**config.mk**
```make
export PLATFORM = sky130hd
export DESIGN_NAME = store_align_unit
export DESIGN_NICKNAME = d
export VERILOG_FILES = /design/src/rtl/store_align_unit.sv
export SDC_FILE = /design/constraint.sdc
export NUM_CORES = 1
export LEC_CHECK = 0
export ABC_AREA = 0
export CORE_MARGIN = 2
export CORE_UTILIZATION = 50
export DETAILED_ROUTE_END_ITERATION = 10
export GPL_ROUTABILITY_DRIVEN = 0
export PLACE_DENSITY = 0.8
export SETUP_SLACK_MARGIN = 0.05
export SLEW_MARGIN = 40
export SYNTH_ARGS = -nofsm -noshare
export SYNTH_HDL_FRONTEND = slang
export SYNTH_SLANG_ARGS = --single-unit
```
**constraint.sdc**
```tcl
create_clock -name clk -period 2 [get_ports clk]
set_input_delay 0.3 -clock clk [delete_from_list [all_inputs] [get_ports clk]]
set_output_delay 0.3 -clock clk [all_outputs]
set_load 0.005 [all_outputs]
```
**src/rtl/store_align_unit.sv**
```systemverilog
// rtl/store_align_unit.sv - store lane alignment with a 2-entry in-order write queue
module store_align_unit #(
    parameter int ADDR_W = 32
) (
    input  logic              clk,
    input  logic              reset,
    input  logic              req_valid,
    output logic              req_ready,
    input  logic [ADDR_W-1:0] req_addr,
    input  logic [31:0]       req_data,
    input  logic [1:0]        req_size,
    output logic              mem_valid,
    input  logic              mem_ready,
    output logic [ADDR_W-1:0] mem_addr,
    output logic [31:0]       mem_wdata,
    output logic [3:0]        mem_be,
    output logic              err_valid,
    output logic [ADDR_W-1:0] err_addr,
    output logic              busy
);

    typedef enum logic [1:0] {
        EMPTY = 2'd0,
        ONE   = 2'd1,
        FULL  = 2'd2
    } state_e;

    state_e            state_q, state_d;
    logic [ADDR_W-1:0] head_addr_q, head_addr_d;
    logic [31:0]       head_wdata_q, head_wdata_d;
    logic [3:0]        head_be_q, head_be_d;
    logic [ADDR_W-1:0] tail_addr_q, tail_addr_d;
    logic [31:0]       tail_wdata_q, tail_wdata_d;
    logic [3:0]        tail_be_q, tail_be_d;
    logic              err_valid_q, err_valid_d;
    logic [ADDR_W-1:0] err_addr_q, err_addr_d;

    logic              accept;
    logic              legal;
    logic              push;
    logic              pop;
    logic [ADDR_W-1:0] new_addr;
    logic [31:0]       new_wdata;
    logic [3:0]        new_be;

    // Handshake outputs depend only on registered state, never on mem_ready/req_valid.
    assign req_ready = (state_q != FULL);
    assign mem_valid = (state_q != EMPTY);
    assign busy      = mem_valid;
    assign mem_addr  = head_addr_q;
    assign mem_wdata = head_wdata_q;
    assign mem_be    = head_be_q;
    assign err_valid = err_valid_q;
    assign err_addr  = err_addr_q;

    assign accept   = req_valid && req_ready;
    assign push     = accept && legal;
    assign pop      = mem_valid && mem_ready;
    assign new_addr = {req_addr[ADDR_W-1:2], 2'b00};

    always_comb begin
        legal     = 1'b0;
        new_be    = 4'b0000;
        new_wdata = req_data;
        case (req_size)
            2'b00: begin
                legal     = 1'b1;
                new_be    = 4'b0001 << req_addr[1:0];
                new_wdata = {4{req_data[7:0]}};
            end
            2'b01: begin
                legal     = !req_addr[0];
                new_be    = 4'b0011 << {req_addr[1], 1'b0};
                new_wdata = {2{req_data[15:0]}};
            end
            2'b10: begin
                legal     = (req_addr[1:0] == 2'b00);
                new_be    = 4'b1111;
                new_wdata = req_data;
            end
            default: begin
                legal = 1'b0;
            end
        endcase
    end

    always_comb begin
        state_d      = state_q;
        head_addr_d  = head_addr_q;
        head_wdata_d = head_wdata_q;
        head_be_d    = head_be_q;
        tail_addr_d  = tail_addr_q;
        tail_wdata_d = tail_wdata_q;
        tail_be_d    = tail_be_q;
        err_valid_d  = accept && !legal;
        err_addr_d   = err_addr_q;

        if (accept && !legal) begin
            err_addr_d = req_addr;
        end

        case (state_q)
            EMPTY: begin
                if (push) begin
                    state_d      = ONE;
                    head_addr_d  = new_addr;
                    head_wdata_d = new_wdata;
                    head_be_d    = new_be;
                end
            end
            ONE: begin
                if (push && pop) begin
                    head_addr_d  = new_addr;
                    head_wdata_d = new_wdata;
                    head_be_d    = new_be;
                end else if (push) begin
                    state_d      = FULL;
                    tail_addr_d  = new_addr;
                    tail_wdata_d = new_wdata;
                    tail_be_d    = new_be;
                end else if (pop) begin
                    state_d = EMPTY;
                end
            end
            FULL: begin
                if (pop) begin
                    state_d      = ONE;
                    head_addr_d  = tail_addr_q;
                    head_wdata_d = tail_wdata_q;
                    head_be_d    = tail_be_q;
                end
            end
            default: begin
                state_d = EMPTY;
            end
        endcase
    end

    always_ff @(posedge clk or negedge reset) begin
        if (!reset) begin
            state_q      <= EMPTY;
            head_addr_q  <= '0;
            head_wdata_q <= '0;
            head_be_q    <= '0;
            tail_addr_q  <= '0;
            tail_wdata_q <= '0;
            tail_be_q    <= '0;
            err_valid_q  <= 1'b0;
            err_addr_q   <= '0;
        end else begin
            state_q      <= state_d;
            head_addr_q  <= head_addr_d;
            head_wdata_q <= head_wdata_d;
            head_be_q    <= head_be_d;
            tail_addr_q  <= tail_addr_d;
            tail_wdata_q <= tail_wdata_d;
            tail_be_q    <= tail_be_d;
            err_valid_q  <= err_valid_d;
            err_addr_q   <= err_addr_d;
        end
    end

endmodule

```
Yosys cells after proc, flatten, opt, wreduce, memory -nomap -nowiden. Cells that the tools add are included.

Register bits after elaboration: 169.

Bitwise gates (word level): 1. Shifts and indexed selects: 2. Muxes and demuxes: 21. Equal/unequal tests: 10. Reductions and logical operators: 15.

Operators with widths (count): 32-bit 2-to-1 mux (6); 32-bit one-hot mux with 3 select lines (2); 32-bit one-hot mux with 2 select lines (1); 4-bit one-hot mux with 3 select lines (2); 4-bit 2-to-1 mux (3); 2-bit 2-to-1 mux (5); 2-bit inequality test (second input constant) (5); 4-bit AND reduction (2); 2-bit zero test (3); 2-bit one-hot mux with 3 select lines (1); 1-bit logical AND (5); 2-bit by 1-bit equality test with 1-bit output (second input constant) (2); 2-bit equality test (second input constant) (2); 1-bit by 2-bit << shifter with 4-bit output (first input constant) (1); 2-bit by 2-bit << shifter with 4-bit output (first input constant) (1); 3-bit inequality test (second input constant) (1); 1-bit one-hot mux with 3 select lines (1); 3-bit AND reduction (1); 3-bit nonzero test (1); 1-bit zero test (2); 2-bit nonzero test (1); 1-bit NOT (1).

Depth between registers and ports, before layout.
Word-level depth: 6. Gate-level depth with buffers: 7.

Worst setup path after synthesis. OpenSTA, ideal clock, no wires.

Path kind: input -> register. Start point: input req_size[0]. End point: register head_addr_q[22], in the netlist mem_addr[22]. Slack: 0.345 ns. Stages on the path: 6. Library setup time: 0.125 ns. Data arrival time: 1.531 ns. Cells stage by stage: nor3_2 o21ai_2 o31ai_4 buf_4 buf_6 mux2_2.

Cells in the longest elaborated chain, start to end: 6.

RTL lines: start, declared (line 11) `input logic [1:0] req_size,`; 2-bit equality test, or another cell as far along (line 65) `case (req_size)`; 1-bit one-hot mux with 3 select lines * (line 65); 1-bit logical AND * (line 57) `assign push = accept && legal;`; 1-bit logical AND (line 112) `if (push && pop) begin`; 2-bit inequality test (no source line); 4-bit AND reduction (no source line) *; end signal, assigned (line 152) `head_addr_q <= head_addr_d;`; end, declared (line 29) `logic [ADDR_W-1:0] head_addr_q, head_addr_d;`.

Mark *: on every way between the ends. The rest lies on a longest branch, timed or not. A chain may end at the register's enable or synchronous reset.

Worst setup path in the final report.
Start point: register state_q[0]. End point: output req_ready.

Cells in the longest elaborated chain, start to end: 1.

RTL lines: start, declared (line 28) `state_e state_q, state_d;`; start signal, assigned (line 151) `state_q <= state_d;`; 2-bit inequality test (line 47) `assign req_ready = (state_q != FULL);`; end, declared (line 8) `output logic req_ready,`.

No other way between the ends.

==> impl_metrics.tcl <==
set metrics [dict create \
    fin_cells 1034 \
    via_count 5599 \
    die_w_um 125.7 \
    crit_required_ns 1.70 \
    stdcell_area_um2 10170 \
    p_total_mw 11.84 \
    drtAntennaViolNets 0 \
    portBuffers 171 \
    yosysSeqAreaShare_pct 56.47 \
    drtIter0Drc 318 \
    rows 44 \
    tightest_slew_ns 0.5448 \
    antenna_found_initial 0 \
    path_buf_inv 2 \
    endpoint_kind "primary output" \
    wl_per_cell_um 18.01 \
    grt_pass1_vias 5891 \
    grt_max_degree 53 \
    numClockSinks 167 \
    path_class "reg -> out" \
    p_leak_nw 4.518 \
    grt_pass1_wl_um 30320 \
    synthMuxAreaShare_pct 22.99 \
    ys_seq_elements 167 \
    multi_input_area_um2 3010 \
    yosysWarnings 0 \
    syn_avg_cell_area_um2 11.55 \
    numCtsBuffers 17 \
    drcViolationCount 0 \
    fin_hold_ws_ns 0.4047 \
    ys_types 30 \
    layout-drive-gt1-share_pct 25.88 \
    min_period_ns 1.902 \
    synth_compound_area_share_pct 6.238 \
    fp.dieH_um 125.7 \
    start_util_pct 51.11 \
    drt_pass1_iterations 7 \
    nNetsFinal 907 \
    grt_overflow 0 \
    post-route-period-util_pct 95.12 \
    fmax_mhz 525.7 \
    synth_xor_area_share_pct 0 \
    antennaDiodeCount 0 \
    dp.final_hpwl_um 12960 \
    cp-start-kind "register" \
    synthAdderAreaFrac_pct 0 \
    slew_headroom_pct 63.68 \
    drv_cap 0 \
    vdd_ir_drop_max_mv 0.6829 \
    root_buffer "clkbuf_16" \
    cp_max_fo 9 \
    crit_family "buffers and inverters" \
    dieArea_um2 15790 \
    clk_pin_slew_ns 0.06 \
    p_per_area_nw_per_um2 1164 \
    synth-simple-area-share_pct 10.97 \
    syn_to_final_growth_pct 37.48 \
    cpPeakStageDelay_ns 0.45 \
    pin_count 174 \
    rsz0062_at_grt "yes" \
    finClkSkew_ns 0.005507 \
    synth_top_family_by_area "multiplexers" \
    syn_area_um2 7401 \
    vias_per_cell 5.415 \
    utilization_pct 70.27 \
    clkLatencyLatePin_ns 0.42 \
    cts_htree_levels 4 \
    ff_latch_area_um2 4180 \
    hp-class "in -> async" \
    cts_buffer_depth 2 \
    syn-instance-count 641 \
    final-hold-violation-count 0 \
    dp_cells 995 \
    setup_viol 0 \
    num-fill-cells 1016 \
    routed_wl_um 18620 \
    core_region_area_um2 14480 \
    tritoncts "done" \
    grt_usage_pct 24.22 \
    placement.cell_area_um2 9525 \
    slew_viol_final 0 \
    outcome "completed" \
    slowest_stage "clkdlybuf4s50_1" \
    layout_setup_ws_ns 0.09765 \
    setup_tns_ns 0 \
    dp_slack_ns -0.2717 \
    arrival_ns 1.60 \
    crit_chain "nor2b_4 > clkinv_4 > clkdlybuf4s50_1" \
]
==> path summary, 6_finish.rpt <==
| check | cells after the start | slack, ns | start | endpoint |
|---|---|---|---|---|
| min | 2 | 0.40 | reset | err_addr[4]$_DFFE_PN0P_ |
| max in group asynchronous | 3 | 0.94 | reset | err_addr[28]$_DFFE_PN0P_ |
| min in group clk | 2 | 0.49 | tail_wdata_q[14]$_DFFE_PN0P_ | tail_wdata_q[14]$_DFFE_PN0P_ |
| max reg2reg | 5 | 0.15 | state_q[1]$_DFFE_PN0P_ | mem_wdata[21]$_DFFE_PN0P_ |
| min reg2reg | 2 | 0.49 | tail_wdata_q[14]$_DFFE_PN0P_ | tail_wdata_q[14]$_DFFE_PN0P_ |
| max | 3 | 0.1 | state_q[0]$_DFFE_PN0P_ | req_ready |
==> layout make-up <==
class	count	area share (%)
clock inverter	8	0.9346
multi-input combinational	430	29.59
tap	184	2.263
sequential	167	41.08
timing repair buffer	217	21.10
clock buffer	24	4.833
inverter	4	0.1968
==> sequential cells by signal, summed over array words and instances, names as in the netlist, 2 cells and up <==
register      count
tail_wdata_q     32
mem_wdata        32
mem_be            4
tail_be_q         4
err_addr         32
state_q           2
tail_addr_q      30
mem_addr         30
==> kinds of logic after synthesis <==
group	count (synthesis)
compound gates	75
buf+inv	45
flops	167
mux	153
other cells	1
simple gates	200
==> per-layer routing <==
layer,part of all wire (%),vias up,GRT usage [%]
li1,-,2558,-
met1,40,2818,30.21
met2,51,194,41.08
met3,6.3,29,6.032
met4,2.2,0,9.020
met5,0,-,0
==> power by group <==
group	internal, mW	switching [mW]
Combinational	2.16	1.17
Sequential	4.58	0.689
Clock	1.96	1.28
==> synthesized netlist by cell type <==
master,n,area share [%]
dfrtp_1,167,56
nand2_1,154,7.8
mux2_2,134,20
nor2_1,26,1.3
o21ai_0,25,1.7
a21oi_1,22,1.5
mux2i_1,17,2.3
o31ai_1,16,1.6
buf_2,14,0.95
nor2b_1,11,0.93
clkbuf_1,9,0.46
a211oi_1,8,0.81
buf_1,7,0.36
buf_4,7,0.71
buf_6,4,0.61
inv_1,3,0.15
mux2_1,2,0.30
nand3b_1,2,0.20
or2_2,2,0.17
and2b_1,1,0.10
conb_1,1,0.051
inv_2,1,0.051
nand2b_1,1,0.085
nand3_2,1,0.14
nor2_2,1,0.085
nor3_2,1,0.14
o2111ai_1,1,0.12
o21ai_2,1,0.12
o21bai_1,1,0.10
o31ai_4,1,0.29
==> cell usage in the layout (no fill, tap or decap), drive strengths merged, types with 3 or more instances in the layout <==
master         count
a211oi             8
nor2              27
dfrtp            167
clkdlybuf4s50    169
clkbuf            24
nand2            154
inv                3
buf               46
mux2i             17
o21ai             26
mux2             136
a21oi             22
o31ai             17
clkinv             5
nor2b             11
==> repair_timing <==
action,4_1_cts,5_1_grt
pin swaps,0,0
endpoints found under the setup margin,3,2
hold endpoints to repair,49,0
hold buffers,1,0
gates resized for setup,3,3
setup buffers,1,5
==> worst register-to-register path, stage by stage (launching register included) <==
cell and delay, ns:
dfrtp_2 0.44, buf_4 0.14, buf_4 0.13, o31ai_4 0.31, buf_12 0.30, mux2_2 0.42
(Power assumes the default switching activity.)
